==> config.mk <==
export PLATFORM = sky130hd
export DESIGN_NAME = frogger_life_manager_flat
export DESIGN_NICKNAME = d
export VERILOG_FILES = /design/src/rtl/frogger_life_if.sv /design/src/rtl/frogger_life_manager.sv /design/src/flat_wrapper.sv
export SDC_FILE = /design/constraint.sdc
export NUM_CORES = 1
export LEC_CHECK = 0
export BUFFER_PORTS_ARGS = -buffer_cell sky130_fd_sc_hd__buf_2
export CAP_MARGIN = 20
export CORE_MARGIN = 5
export CORE_UTILIZATION = 32
export DETAILED_ROUTE_END_ITERATION = 6
export SYNTH_ARGS = -nofsm -noshare
export SYNTH_HDL_FRONTEND = slang
export SYNTH_SLANG_ARGS = --single-unit
export TNS_END_PERCENT = 50
==> constraint.sdc <==
create_clock -name i_Clk -period 7.1 [get_ports i_Clk]
set_input_delay 1.065 -clock i_Clk [delete_from_list [all_inputs] [get_ports i_Clk]]
set_output_delay 1.065 -clock i_Clk [all_outputs]
set_load 0.05 [all_outputs]
==> src/rtl/frogger_life_if.sv <==
// -----------------------------------------------------------------------------
// frogger_life_if
// Groups the game-flow inputs and the life/status outputs of the life manager.
//   Requests  : i_Start (restart pulse), i_Collided (hit level),
//               i_Goal_Reached (goal pulse)
//   Status    : o_Lives[1:0], o_Wins[3:0], o_Respawn, o_Freeze,
//               o_Invulnerable, o_Game_Over
// master drives the requests and observes status; slave is the life manager.
// -----------------------------------------------------------------------------
interface frogger_life_if;
    logic       i_Start;
    logic       i_Collided;
    logic       i_Goal_Reached;
    logic [1:0] o_Lives;
    logic [3:0] o_Wins;
    logic       o_Respawn;
    logic       o_Freeze;
    logic       o_Invulnerable;
    logic       o_Game_Over;

    modport master (
        output i_Start, i_Collided, i_Goal_Reached,
        input  o_Lives, o_Wins, o_Respawn, o_Freeze, o_Invulnerable, o_Game_Over
    );

    modport slave (
        input  i_Start, i_Collided, i_Goal_Reached,
        output o_Lives, o_Wins, o_Respawn, o_Freeze, o_Invulnerable, o_Game_Over
    );
endinterface

==> src/rtl/frogger_life_manager.sv <==
// -----------------------------------------------------------------------------
// frogger_life_manager
// Owns the life count and sequences hit -> freeze (DYING) -> respawn ->
// grace (invulnerable) -> play, plus game over and start/restart.
// Ports:
//   i_Clk    system clock
//   i_Rst_n  asynchronous active-low reset
//   bus      frogger_life_if.slave: i_Start, i_Collided, i_Goal_Reached in;
//            o_Lives, o_Wins, o_Respawn, o_Freeze, o_Invulnerable,
//            o_Game_Over out (all registered)
// -----------------------------------------------------------------------------
module frogger_life_manager #(
    parameter int LIVES_INIT     = 3,
    parameter int RESPAWN_CYCLES = 25_000_000,
    parameter int GRACE_CYCLES   = 50_000_000
) (
    input  logic           i_Clk,
    input  logic           i_Rst_n,
    frogger_life_if.slave  bus
);
    localparam int MAX_CYC = (RESPAWN_CYCLES > GRACE_CYCLES) ? RESPAWN_CYCLES : GRACE_CYCLES;
    localparam int CNT_W   = ($clog2(MAX_CYC) < 1) ? 1 : $clog2(MAX_CYC);

    localparam logic [CNT_W-1:0] RESPAWN_LOAD = CNT_W'(RESPAWN_CYCLES - 1);
    localparam logic [CNT_W-1:0] GRACE_LOAD   = CNT_W'(GRACE_CYCLES - 1);
    localparam logic [1:0]       LIVES_LOAD   = 2'(LIVES_INIT);

    typedef enum logic [2:0] {
        S_IDLE,
        S_PLAY,
        S_DYING,
        S_GRACE,
        S_GAME_OVER
    } state_t;

    state_t           state;
    logic [CNT_W-1:0] cnt;

    // A goal is only honoured when no respawn pulse is currently out: the frog
    // has just been put back at the origin, so a goal in that cycle cannot be
    // genuine, and this keeps o_Respawn from ever being high two cycles in a row.
    logic goal_ok;
    assign goal_ok = bus.i_Goal_Reached && !bus.o_Respawn;

    always_ff @(posedge i_Clk or negedge i_Rst_n) begin
        if (!i_Rst_n) begin
            state              <= S_IDLE;
            cnt                <= '0;
            bus.o_Lives        <= LIVES_LOAD;
            bus.o_Wins         <= 4'd0;
            bus.o_Respawn      <= 1'b0;
            bus.o_Freeze       <= 1'b1;
            bus.o_Invulnerable <= 1'b0;
            bus.o_Game_Over    <= 1'b0;
        end else begin
            bus.o_Respawn <= 1'b0;

            case (state)
                S_IDLE, S_GAME_OVER: begin
                    if (bus.i_Start) begin
                        state              <= S_PLAY;
                        bus.o_Lives        <= LIVES_LOAD;
                        bus.o_Wins         <= 4'd0;
                        bus.o_Respawn      <= 1'b1;
                        bus.o_Freeze       <= 1'b0;
                        bus.o_Invulnerable <= 1'b0;
                        bus.o_Game_Over    <= 1'b0;
                    end
                end

                S_PLAY: begin
                    if (bus.i_Collided) begin
                        // Collision takes priority; a simultaneous goal is dropped.
                        bus.o_Freeze <= 1'b1;
                        if (bus.o_Lives > 2'd1) begin
                            state       <= S_DYING;
                            bus.o_Lives <= bus.o_Lives - 2'd1;
                            cnt         <= RESPAWN_LOAD;
                        end else begin
                            state           <= S_GAME_OVER;
                            bus.o_Lives     <= 2'd0;
                            bus.o_Game_Over <= 1'b1;
                        end
                    end else if (goal_ok) begin
                        if (bus.o_Wins != 4'd15)
                            bus.o_Wins <= bus.o_Wins + 4'd1;
                        bus.o_Respawn <= 1'b1;
                    end
                end

                S_DYING: begin
                    if (cnt == '0) begin
                        state              <= S_GRACE;
                        cnt                <= GRACE_LOAD;
                        bus.o_Respawn      <= 1'b1;
                        bus.o_Freeze       <= 1'b0;
                        bus.o_Invulnerable <= 1'b1;
                    end else begin
                        cnt <= cnt - 1'b1;
                    end
                end

                S_GRACE: begin
                    if (goal_ok) begin
                        if (bus.o_Wins != 4'd15)
                            bus.o_Wins <= bus.o_Wins + 4'd1;
                        bus.o_Respawn <= 1'b1;
                    end
                    if (cnt == '0) begin
                        state              <= S_PLAY;
                        bus.o_Invulnerable <= 1'b0;
                    end else begin
                        cnt <= cnt - 1'b1;
                    end
                end

                default: begin
                    state        <= S_IDLE;
                    bus.o_Freeze <= 1'b1;
                end
            endcase
        end
    end
endmodule

==> src/flat_wrapper.sv <==
// flat-port wrapper written by rule: the top's interface ports become plain ports
module frogger_life_manager_flat 
#(
    parameter int LIVES_INIT     = 3,
    parameter int RESPAWN_CYCLES = 25_000_000,
    parameter int GRACE_CYCLES   = 50_000_000
)
  (i_Clk, i_Rst_n, bus_i_Start, bus_i_Collided, bus_i_Goal_Reached, bus_o_Lives, bus_o_Wins, bus_o_Respawn, bus_o_Freeze, bus_o_Invulnerable, bus_o_Game_Over);
  frogger_life_if bus_i ();
  input  logic i_Clk;
  input  logic i_Rst_n;
  input wire logic [$bits(bus_i.i_Start)-1:0] bus_i_Start;
  input wire logic [$bits(bus_i.i_Collided)-1:0] bus_i_Collided;
  input wire logic [$bits(bus_i.i_Goal_Reached)-1:0] bus_i_Goal_Reached;
  output wire logic [$bits(bus_i.o_Lives)-1:0] bus_o_Lives;
  output wire logic [$bits(bus_i.o_Wins)-1:0] bus_o_Wins;
  output wire logic [$bits(bus_i.o_Respawn)-1:0] bus_o_Respawn;
  output wire logic [$bits(bus_i.o_Freeze)-1:0] bus_o_Freeze;
  output wire logic [$bits(bus_i.o_Invulnerable)-1:0] bus_o_Invulnerable;
  output wire logic [$bits(bus_i.o_Game_Over)-1:0] bus_o_Game_Over;
  assign bus_i.i_Start = bus_i_Start;
  assign bus_i.i_Collided = bus_i_Collided;
  assign bus_i.i_Goal_Reached = bus_i_Goal_Reached;
  assign bus_o_Lives = bus_i.o_Lives;
  assign bus_o_Wins = bus_i.o_Wins;
  assign bus_o_Respawn = bus_i.o_Respawn;
  assign bus_o_Freeze = bus_i.o_Freeze;
  assign bus_o_Invulnerable = bus_i.o_Invulnerable;
  assign bus_o_Game_Over = bus_i.o_Game_Over;
  frogger_life_manager #(.LIVES_INIT(LIVES_INIT), .RESPAWN_CYCLES(RESPAWN_CYCLES), .GRACE_CYCLES(GRACE_CYCLES)) u_core (.i_Clk(i_Clk), .i_Rst_n(i_Rst_n), .bus(bus_i));
endmodule
==> impl_metrics.csv, run 1 <==
group,metric,value,unit
power,p_int,543.1,µW
cts,h-tree-depth,2,
placed_design,gp_congestion,0.8788,
timing,drv_slew,0,
critical_path,crit_fanout,9,
cts,ctsHoldBuffers,0,
synthesis,synth_top_family_by_area,"simple AND/OR/NAND/NOR gates",
global_route,grt_usage,13.51,%
cts,path_clk_slew,0.09,ns
power,finalPower,901.1,µW
floorplan,die-height,93.40,µm
critical_path,cp-end-kind,"flop",
layout,nNetsFinal,269,
synthesis,yosysTopAreaCell,"dfrtp_1",
synthesis,ys_dominant_reg_cell,"dfrtp_1",
timing,timing.final.crit_period,2.719,ns
layout,drive_above_1_share,13.69,%
power,netSwitchingPower,358.0,µW
cts,clkLatencyLatePin,0.30,ns
power,power_frac_clock,25.0,%
critical_path,cp_slowest_cell,"or4_1",
floorplan,core_area,0.006794,mm²
timing,setup_viol,0,
critical_path,crit_arrival,2.96,ns
timing,finalWorstSetupSlack,4.381,ns
floorplan,die_area,0.008724,mm²
detailed_routing,num_vias,1987,
floorplan,num_rows,30,
power,powerDensity,357.6,mW/mm²
global_route,antenna_found_initial,0,
synthesis,yosys.area_share.simple,27.99,%
synthesis,synth_fa_ha_area_share,1.124,%
detailed_routing,postRouteAntennaNets,0,
timing,rsz0062_at_grt,"false",
global_route,grt_pass1_vias,1870,
run,drv_cap,0,
power,ir_drop,0.1702,mV
run_status,run_status,"finished, final reports clean",
timing,fin_tns_setup,0,ns
layout,diodes,0,
detailed_routing,drc_errors,0,
timing,fin_skew,0.009072,ns
timing,timing.fmax,367.8,MHz
detailed_routing,wl_per_cell,15.68,µm
critical_path,worstPathCellList,"inv_1, ha_1, nor3b_1, nand4_1, or4_1, a21oi_1, o22a_1",
synthesis,avgSynthCellArea,8.975,µm²
floorplan,io_pins,15,
critical_path,critPathMaxStageDelay,0.66,ns
synthesis,yosysSeqAreaShare,44.01,%
cts,post_cts_buffers,0,
layout,final_core_util,37.09,%
cts,cts_made_buffers,5,
timing,fin_crit_sh,38.29,%
synthesis,netlist_instances,248,
critical_path,path_class,"flop to flop",
global_route,grt_max_degree,40,
detailed_routing,drt_pre_antenna_iters,4,
layout,mostFrequentLayoutCells,"dfrtp_1, o21ai_0, nor2_1, nand2_1",
synthesis,yosys_warnings,0,
placed_design,post-place-ws,4.452,ns
detailed_routing,wirelength,5629,µm
synthesis,yosys_register_bits,39,
layout,fillers,701,
placed_design,io_buffers,14,
placed_design,hpwl,3965,µm
synthesis,synth_edf_count,0,
layout,area_delta_synth_final,13.21,%
critical_path,startpoint_type,"flop",
timing,worst_pin_slew,0.8776,ns
synthesis,async_reset_ff_share,100.0,%
power,power_frac_seq,43.4,%
critical_path,required,7.34,ns
power,p_comb_share,31.5,%
layout,final_common_cell,"dfrtp_1",
synthesis,synth_area_leaders,"dfrtp_1, o21ai_0, dfstp_2, nor2_1, a21oi_1",
synthesis,synthMuxAreaShare,0.9556,%
synthesis,netlist_area,0.002226,mm²
power,power.leakage,0.0009627,µW
global_route,grt_pass1_wl,9459,µm
cts,root_buffer,"clkbuf_8",
global_route,grt_overflow,0,
detailed_routing,viasPerCell,5.535,
timing,whs,0.5143,ns
timing,relSlewSlack,41.49,%
synthesis,synth_compound_area_share,22.20,%
synthesis,synth_xor_area_share,0.3935,%
power,netSwitchingFraction,39.73,%
timing,hold_viol,0,
cts,cts_num_sinks,39,
cts,clk_path_buf_depth,2,
synthesis,synth_cell_types,57,
cts,cts-resized-gates,0,
floorplan,initial_core_util,32.76,%
synthesis,synth_nets,255,
detailed_routing,drt_iter0_drc,177,
floorplan,fp.dieW,93.40,µm
cts,cts_tree,"done",
synthesis,synth_top_area_share,40.47,%
hold_path,hp-class,"flop to flop",
[final cells by class]
| class | count | area, µm² | area share, % |
|---|---|---|---|
| inverters | 9 | 33.78 | 1.341 |
| repair buffers | 15 | 77.57 | 3.078 |
| clock buffers | 5 | 68.82 | 2.731 |
| well taps | 96 | 120.1 | 4.767 |
| multi-input cells | 192 | 1172 | 46.52 |
| flip-flops and latches | 39 | 979.7 | 38.88 |
| clock inverters | 3 | 67.56 | 2.681 |
[final timing paths]
path	start	end	slack, ns	cells after the start
max in group asynchronous	i_Rst_n	u_core.state[0]	5.67	1
hold / removal	u_core.cnt[23]	u_core.cnt[23]	0.51	1
setup reg to reg	u_core.cnt[0]	u_core.cnt[17]	4.38	7
min in group asynchronous	i_Rst_n	u_core.cnt[24]	0.88	1
hold reg to reg	u_core.cnt[23]	u_core.cnt[23]	0.51	1
setup / recovery	u_core.cnt[0]	u_core.cnt[17]	4.38	7
[through the flow]
step           cells  cell area (µm²)
2_1_floorplan    248             2226
3_3_place_gp     351             2384
3_5_place_dp     351             2384
4_1_cts          359             2520
5_1_grt          359             2520
6_report         359             2520
[critical path: cells and delay by family, from the launching register on]
family / cells / cell delay (ns)
AOI/OAI and AO/OA: 2 / 0.31
DFF: 1 / 0.42
adders and majority gates: 1 / 0.19
and+or+nand+nor: 3 / 1.66
buffers and inverters: 1 / 0.09
[Yosys cell counts (4+ instances only)]
master and n:
dfrtp_1 36, o21ai_0 29, nor2_1 20, nand2_1 16, a21oi_1 14, nand3_1 13
nor3_1 10, nor4_1 10, inv_1 9, or3_1 9, a31oi_1 5, clkbuf_1 5
nand2b_1 5, and3_1 4, o41ai_1 4, or4_1 4
[per-layer routing]
layer  share of wire [%]  wire length [µm]  up-vias  global-route usage, %
met4                 1.1                63        0                  3.663
met5                   0                 0        -                      0
met2                  45              2540       49                  21.02
met1                  48              2711      956                  18.82
li1                    -                 -      975                      -
met3                 5.6               313        7                  2.977
[power by group through the flow]
stage / logic, µW / clock network (µW) / registers (µW)
after floorplan: 168 / 0 / 428
after CTS: 286 / 230 / 390
after global routing: 313 / 241 / 405
after detailed placement: 285 / 0 / 393
final: 284 / 226 / 391
after global placement: 280 / 0 / 392
[sequential cells by signal (all words and copies together) (netlist names)]
signal,count
u_core.bus.o_Game_Over,1
u_core.bus.o_Lives,2
u_core.bus.o_Freeze,1
u_core.bus.o_Respawn,1
u_core.cnt,26
u_core.state,3
u_core.bus.o_Invulnerable,1
u_core.bus.o_Wins,4
[logic make-up (layout without fill, tap and decap cells)]
family / Yosys count / after routing
buf+inv: 17 / 32
fa+ha+maj: 2 / 2
xor+xnor: 1 / 1
mux: 2 / 2
compound gates: 76 / 76
flops: 39 / 39
simple gates: 111 / 111
(Power assumes the default switching activity.)
==> run 2: changes to the inputs <==
- clock period: 7.1 -> 2.4 ns (I/O delays scaled with it)
==> impl_metrics.csv, run 2 (same netlist as run 1, synthesis figures left out) <==
group,metric,value,unit
run_status,run_status,"finished, final reports clean",
critical_path,reg2reg_from,"u_core.cnt[0]",
power,power.leakage,0.001062,µW
floorplan,io_pins,15,
cts,ctsHoldBuffers,0,
timing,timing.fmax,434.9,MHz
timing,drv_slew,0,
layout,top_register,"u_core.cnt",
detailed_routing,drt_iter0_drc,175,
detailed_routing,drc_errors,0,
detailed_routing,postRouteAntennaNets,0,
layout,mostFrequentLayoutCells,"dfrtp_1, o21ai_0, buf_4, nor2_1, nand2_1",
placed_design,dp_cells,373,
cts,cts_tree,"done",
hold_path,hp-class,"primary input to asynchronous set/reset pin",
cts,cts_made_buffers,5,
detailed_routing,viasPerCell,5.474,
detailed_routing,wirelength,5738,µm
global_route,grt_pass1_wl,9666,µm
timing,setup_viol,0,
critical_path,critPathMaxStageDelay,0.41,ns
critical_path,crit_arrival,2.53,ns
critical_path,rr_worst_depth,8,
detailed_routing,drt_pre_antenna_iters,4,
timing,fin_skew,0.008027,ns
timing,hold_viol,0,
critical_path,startpoint_type,"flop",
global_route,grt_usage,13.85,%
cts,path_clk_slew,0.09,ns
placed_design,post-place-ws,0.06992,ns
timing,worst_pin_slew,0.8652,ns
cts,cts_num_sinks,39,
layout,final_common_cell,"dfrtp_1",
floorplan,die-height,93.40,µm
detailed_routing,num_vias,2091,
placed_design,hpwl,4183,µm
critical_path,required,2.63,ns
timing,fin_crit_sh,95.80,%
global_route,grt_pass1_vias,1963,
power,powerDensity,961.9,mW/mm²
critical_path,rrSetupSlack,0.10,ns
placed_design,gp_congestion,0.8797,
global_route,grt_overflow,0,
layout,area_delta_synth_final,20.85,%
placed_design,io_buffers,14,
layout,largest_reg_flops,26,
timing,finalWorstSetupSlack,0.1007,ns
layout,diodes,0,
floorplan,core_area,0.006794,mm²
layout,largestRegisters,"u_core.cnt (26), u_core.bus.o_Wins (4), u_core.state (3)",
layout,drive_above_1_share,23.08,%
critical_path,reg2reg_to,"u_core.cnt[21]",
global_route,grt_max_degree,40,
layout,final_cells,382,
critical_path,crit_fanout,7,
global_route,antenna_found_initial,0,
floorplan,initial_core_util,32.76,%
power,ir_drop,0.3160,mV
cts,clkLatencyLatePin,0.30,ns
cts,clk_path_buf_depth,2,
floorplan,die_area,0.008724,mm²
timing,relSlewSlack,42.32,%
cts,root_buffer,"clkbuf_8",
critical_path,cp_slowest_cell,"or3b_4",
run,drv_cap,0,
cts,h-tree-depth,2,
layout,nNetsFinal,292,
floorplan,fp.dieW,93.40,µm
floorplan,num_rows,30,
critical_path,path_class,"flop to flop",
critical_path,cp-end-kind,"flop",
detailed_routing,wl_per_cell,15.02,µm
critical_path,worstPathCellList,"inv_1, ha_4, or3b_4, nor4_4, a31o_4, clkinvlp_4, and3_1, o21ai_1",
timing,timing.final.crit_period,2.299,ns
run 2: where the power goes:
| part | internal, µW | leakage [µW] | total, µW | switching, µW |
|---|---|---|---|---|
| Clock | 208 | 0.0000443 | 467 | 259 |
| Sequential | 886 | 0.000450 | 1140 | 254 |
| Combinational | 394 | 0.000569 | 980 | 586 |
run 2: how the worst max path moves through the flow:
stage / slack (ns) / endpoint / from
final: 0.10 / u_core.cnt[21] / u_core.cnt[0]
after global routing: -0.03 / u_core.cnt[2] / u_core.cnt[0]
after CTS: 0.06 / u_core.cnt[0] / u_core.cnt[1]
after detailed placement: 0.07 / u_core.cnt[14] / u_core.cnt[1]
after global placement: 0.12 / u_core.cnt[14] / u_core.cnt[1]
after floorplan: 0.13 / u_core.cnt[3] / u_core.cnt[0]
run 2: layout make-up:
class,count,area [µm²]
fill,672,4104
multi-input combinational,192,1209
sequential,39,979.7
timing repair buffer,38,250.2
tap,96,120.1
clock buffer,5,68.82
inverter,9,37.54
clock inverter,3,25.02
run 2: critical path: cells and delay by family (launching register included):
kind	cells	cell delay, ns
buffers and inverters	2	0.30
AOI/OAI and AO/OA	2	0.38
adders and majority gates	1	0.17
DFF	1	0.38
and+or+nand+nor	3	1.02
run 2: routing by layer:
metal	track usage [%]	part of all wire, %	vias up
met4	4.762	0.99	0
li1	-	-	1025
met3	2.655	5.6	5
met5	0	0	-
met2	20.73	45	57
met1	19.84	49	1004
run 2: stage by stage:
step | hold WS, ns | instance area [µm²] | setup TNS, ns | util (%) | power (µW)
after floorplan | 0.06441 | 2226 | 0 | - | 1763
after global placement | 0.4937 | 2549 | 0 | 37.51 | 2054
after detailed placement | 0.5071 | 2549 | 0 | 37.51 | 2070
after CTS | 0.2111 | 2643 | 0 | 38.90 | 2548
after global routing | 0.2369 | 2690 | -0.09766 | 39.59 | 2773
final | 0.1733 | 2690 | 0 | 39.59 | 2588
run 2: repair_timing:
| action | CTS | global route |
|---|---|---|
| endpoints found under the setup margin | 0 | 19 |
| gates resized for setup | 0 | 11 |
| endpoints found under the hold margin | 0 | 0 |
| setup buffers | 0 | 1 |
==> run 3: changes to the inputs <==
- CORE_UTILIZATION: 32 -> 41
==> impl_metrics.csv, run 3 (same netlist as run 1, synthesis figures left out) <==
group,metric,value,unit
run_status,run_status,"finished, final reports clean",
layout,multi_input_area,0.001229,mm²
detailed_routing,drt_pre_antenna_iters,4,
floorplan,num_rows,26,
timing,drv_slew,0,
timing,worst_pin_slew,0.9054,ns
critical_path,crit_arrival,2.58,ns
power,ir_drop,0.4771,mV
detailed_routing,num_vias,2113,
detailed_routing,wirelength,6142,µm
cts,clkLatencyLatePin,0.30,ns
placed_design,hpwl,4430,µm
placed_design,gp_congestion,0.9013,
critical_path,crit_fanout,8,
hold_path,hp-class,"primary input to asynchronous set/reset pin",
power,power.leakage,0.001106,µW
power,finalPower,2735,µW
critical_path,critPathMaxStageDelay,0.49,ns
power,powerDensity,997.7,mW/mm²
detailed_routing,drt_iter0_drc,139,
floorplan,die_area,0.007002,mm²
floorplan,die-height,83.68,µm
global_route,grt_pass1_vias,2085,
cts,ctsHoldBuffers,0,
layout,diodes,0,
cts,cts_num_sinks,39,
layout,largestRegisters,"u_core.cnt (26), u_core.bus.o_Wins (4), u_core.state (3)",
placed_design,io_buffers,14,
cts,path_clk_slew,0.08,ns
global_route,grt_overflow,0,
floorplan,fp.dieW,83.68,µm
layout,ff_latch_area,979.7,µm²
detailed_routing,wl_per_cell,16.97,µm
timing,fin_skew,0.01252,ns
timing,timing.fmax,423.3,MHz
cts,clk_path_buf_depth,2,
layout,drive_above_1_share,25.34,%
placed_design,dpl_cell_area,0.002554,mm²
layout,final_common_cell,"dfrtp_1",
global_route,grt_pass1_wl,10210,µm
floorplan,io_pins,15,
timing,hold_viol,0,
timing,whs,0.1802,ns
cts,cts_tree,"done",
critical_path,cp-end-kind,"flop",
global_route,grt_usage,17.94,%
timing,relSlewSlack,39.64,%
layout,final_area,0.002741,mm²
cts,h-tree-depth,2,
placed_design,post-place-ws,0.03962,ns
layout,area_delta_synth_final,23.16,%
critical_path,rr_worst_depth,8,
global_route,grt_max_degree,40,
critical_path,worstPathCellList,"inv_1, ha_4, or3b_4, nor4_4, buf_4, a21oi_2, or3_4, o21ai_0",
global_route,antenna_found_initial,0,
critical_path,cp_slowest_cell,"or3_4",
layout,top_register,"u_core.cnt",
floorplan,initial_core_util,42.76,%
layout,nNetsFinal,298,
detailed_routing,viasPerCell,5.837,
detailed_routing,postRouteAntennaNets,0,
timing,finalWorstSetupSlack,0.03762,ns
cts,root_buffer,"clkbuf_8",
timing,setup_viol,0,
layout,mostFrequentLayoutCells,"dfrtp_1, buf_4, o21ai_0, nor2_1, nand2_1",
run,drv_cap,0,
critical_path,path_class,"flop to flop",
layout,fillers,499,
critical_path,required,2.62,ns
layout,final_core_util,52.67,%
critical_path,startpoint_type,"flop",
cts,cts_made_buffers,5,
detailed_routing,drc_errors,0,
layout,largest_reg_flops,26,
timing,timing.final.crit_period,2.362,ns
floorplan,core_area,0.005205,mm²
timing,fin_crit_sh,98.43,%
==> run 3: cell count changes in the layout (fill, tap and decap cells not counted), sizes merged <==
| cell | before | now |
|---|---|---|
| buf | 38 | 44 |
| clkinvlp | 2 | 1 |
| bufinv | 0 | 1 |
==> run 3: worst paths after layout <==
path | endpoint | start | slack (ns)
min in group i_Clk | u_core.bus.o_Game_Over | bus_i_Start | 0.36
max | u_core.cnt[0] | u_core.cnt[0] | 0.04
min | u_core.bus.o_Wins[0] | i_Rst_n | 0.18
max reg2reg | u_core.cnt[0] | u_core.cnt[0] | 0.04
min reg2reg | u_core.cnt[23] | u_core.cnt[23] | 0.51
max in group asynchronous | u_core.cnt[15] | i_Rst_n | 1.64
==> run 3: worst max-delay path: cells and delay by family, from the launching register on <==
family / cells / cell delay [ns]
AOI/OAI and AO/OA: 2 / 0.19
adders and majority gates: 1 / 0.16
and+or+nand+nor: 3 / 1.24
DFF: 1 / 0.38
buffers and inverters: 2 / 0.30
==> run 3: layout make-up <==
class,count,share of cell area [%]
clock buffers,5,2.510
inverters,9,1.369
clock inverters,3,1.597
flip-flops and latches,39,35.74
repair buffers,44,10.77
well taps,70,3.195
multi-input cells,192,44.82
==> run 3: routing by layer <==
| layer | up-vias | part of all wire (%) | global-route usage (%) |
|---|---|---|---|
| met3 | 13 | 4.8 | 4.738 |
| li1 | 1038 | - | - |
| met4 | 0 | 2.1 | 6.871 |
| met2 | 50 | 44 | 27.48 |
| met5 | - | 0 | 0 |
| met1 | 1012 | 49 | 24.16 |
==> run 3: metrics by stage <==
| stage | cells | setup TNS [ns] |
|---|---|---|
| floorplan | 248 | 0 |
| global placement | 352 | 0 |
| detailed placement | 352 | 0 |
| CTS | 360 | 0 |
| global route | 362 | -0.02612 |
| finish | 362 | 0 |
==> run 3: where the power goes <==
group	leakage, µW	switching (µW)	internal, µW
Sequential	0.000450	220	887
Combinational	0.000599	638	424
Clock	0.0000581	256	310
==> run 3: what timing repair did <==
| item | in CTS | in global routing |
|---|---|---|
| setup endpoints to repair | 0 | 18 |
| buffers inserted | 0 | 2 |
| resized for setup | 0 | 14 |
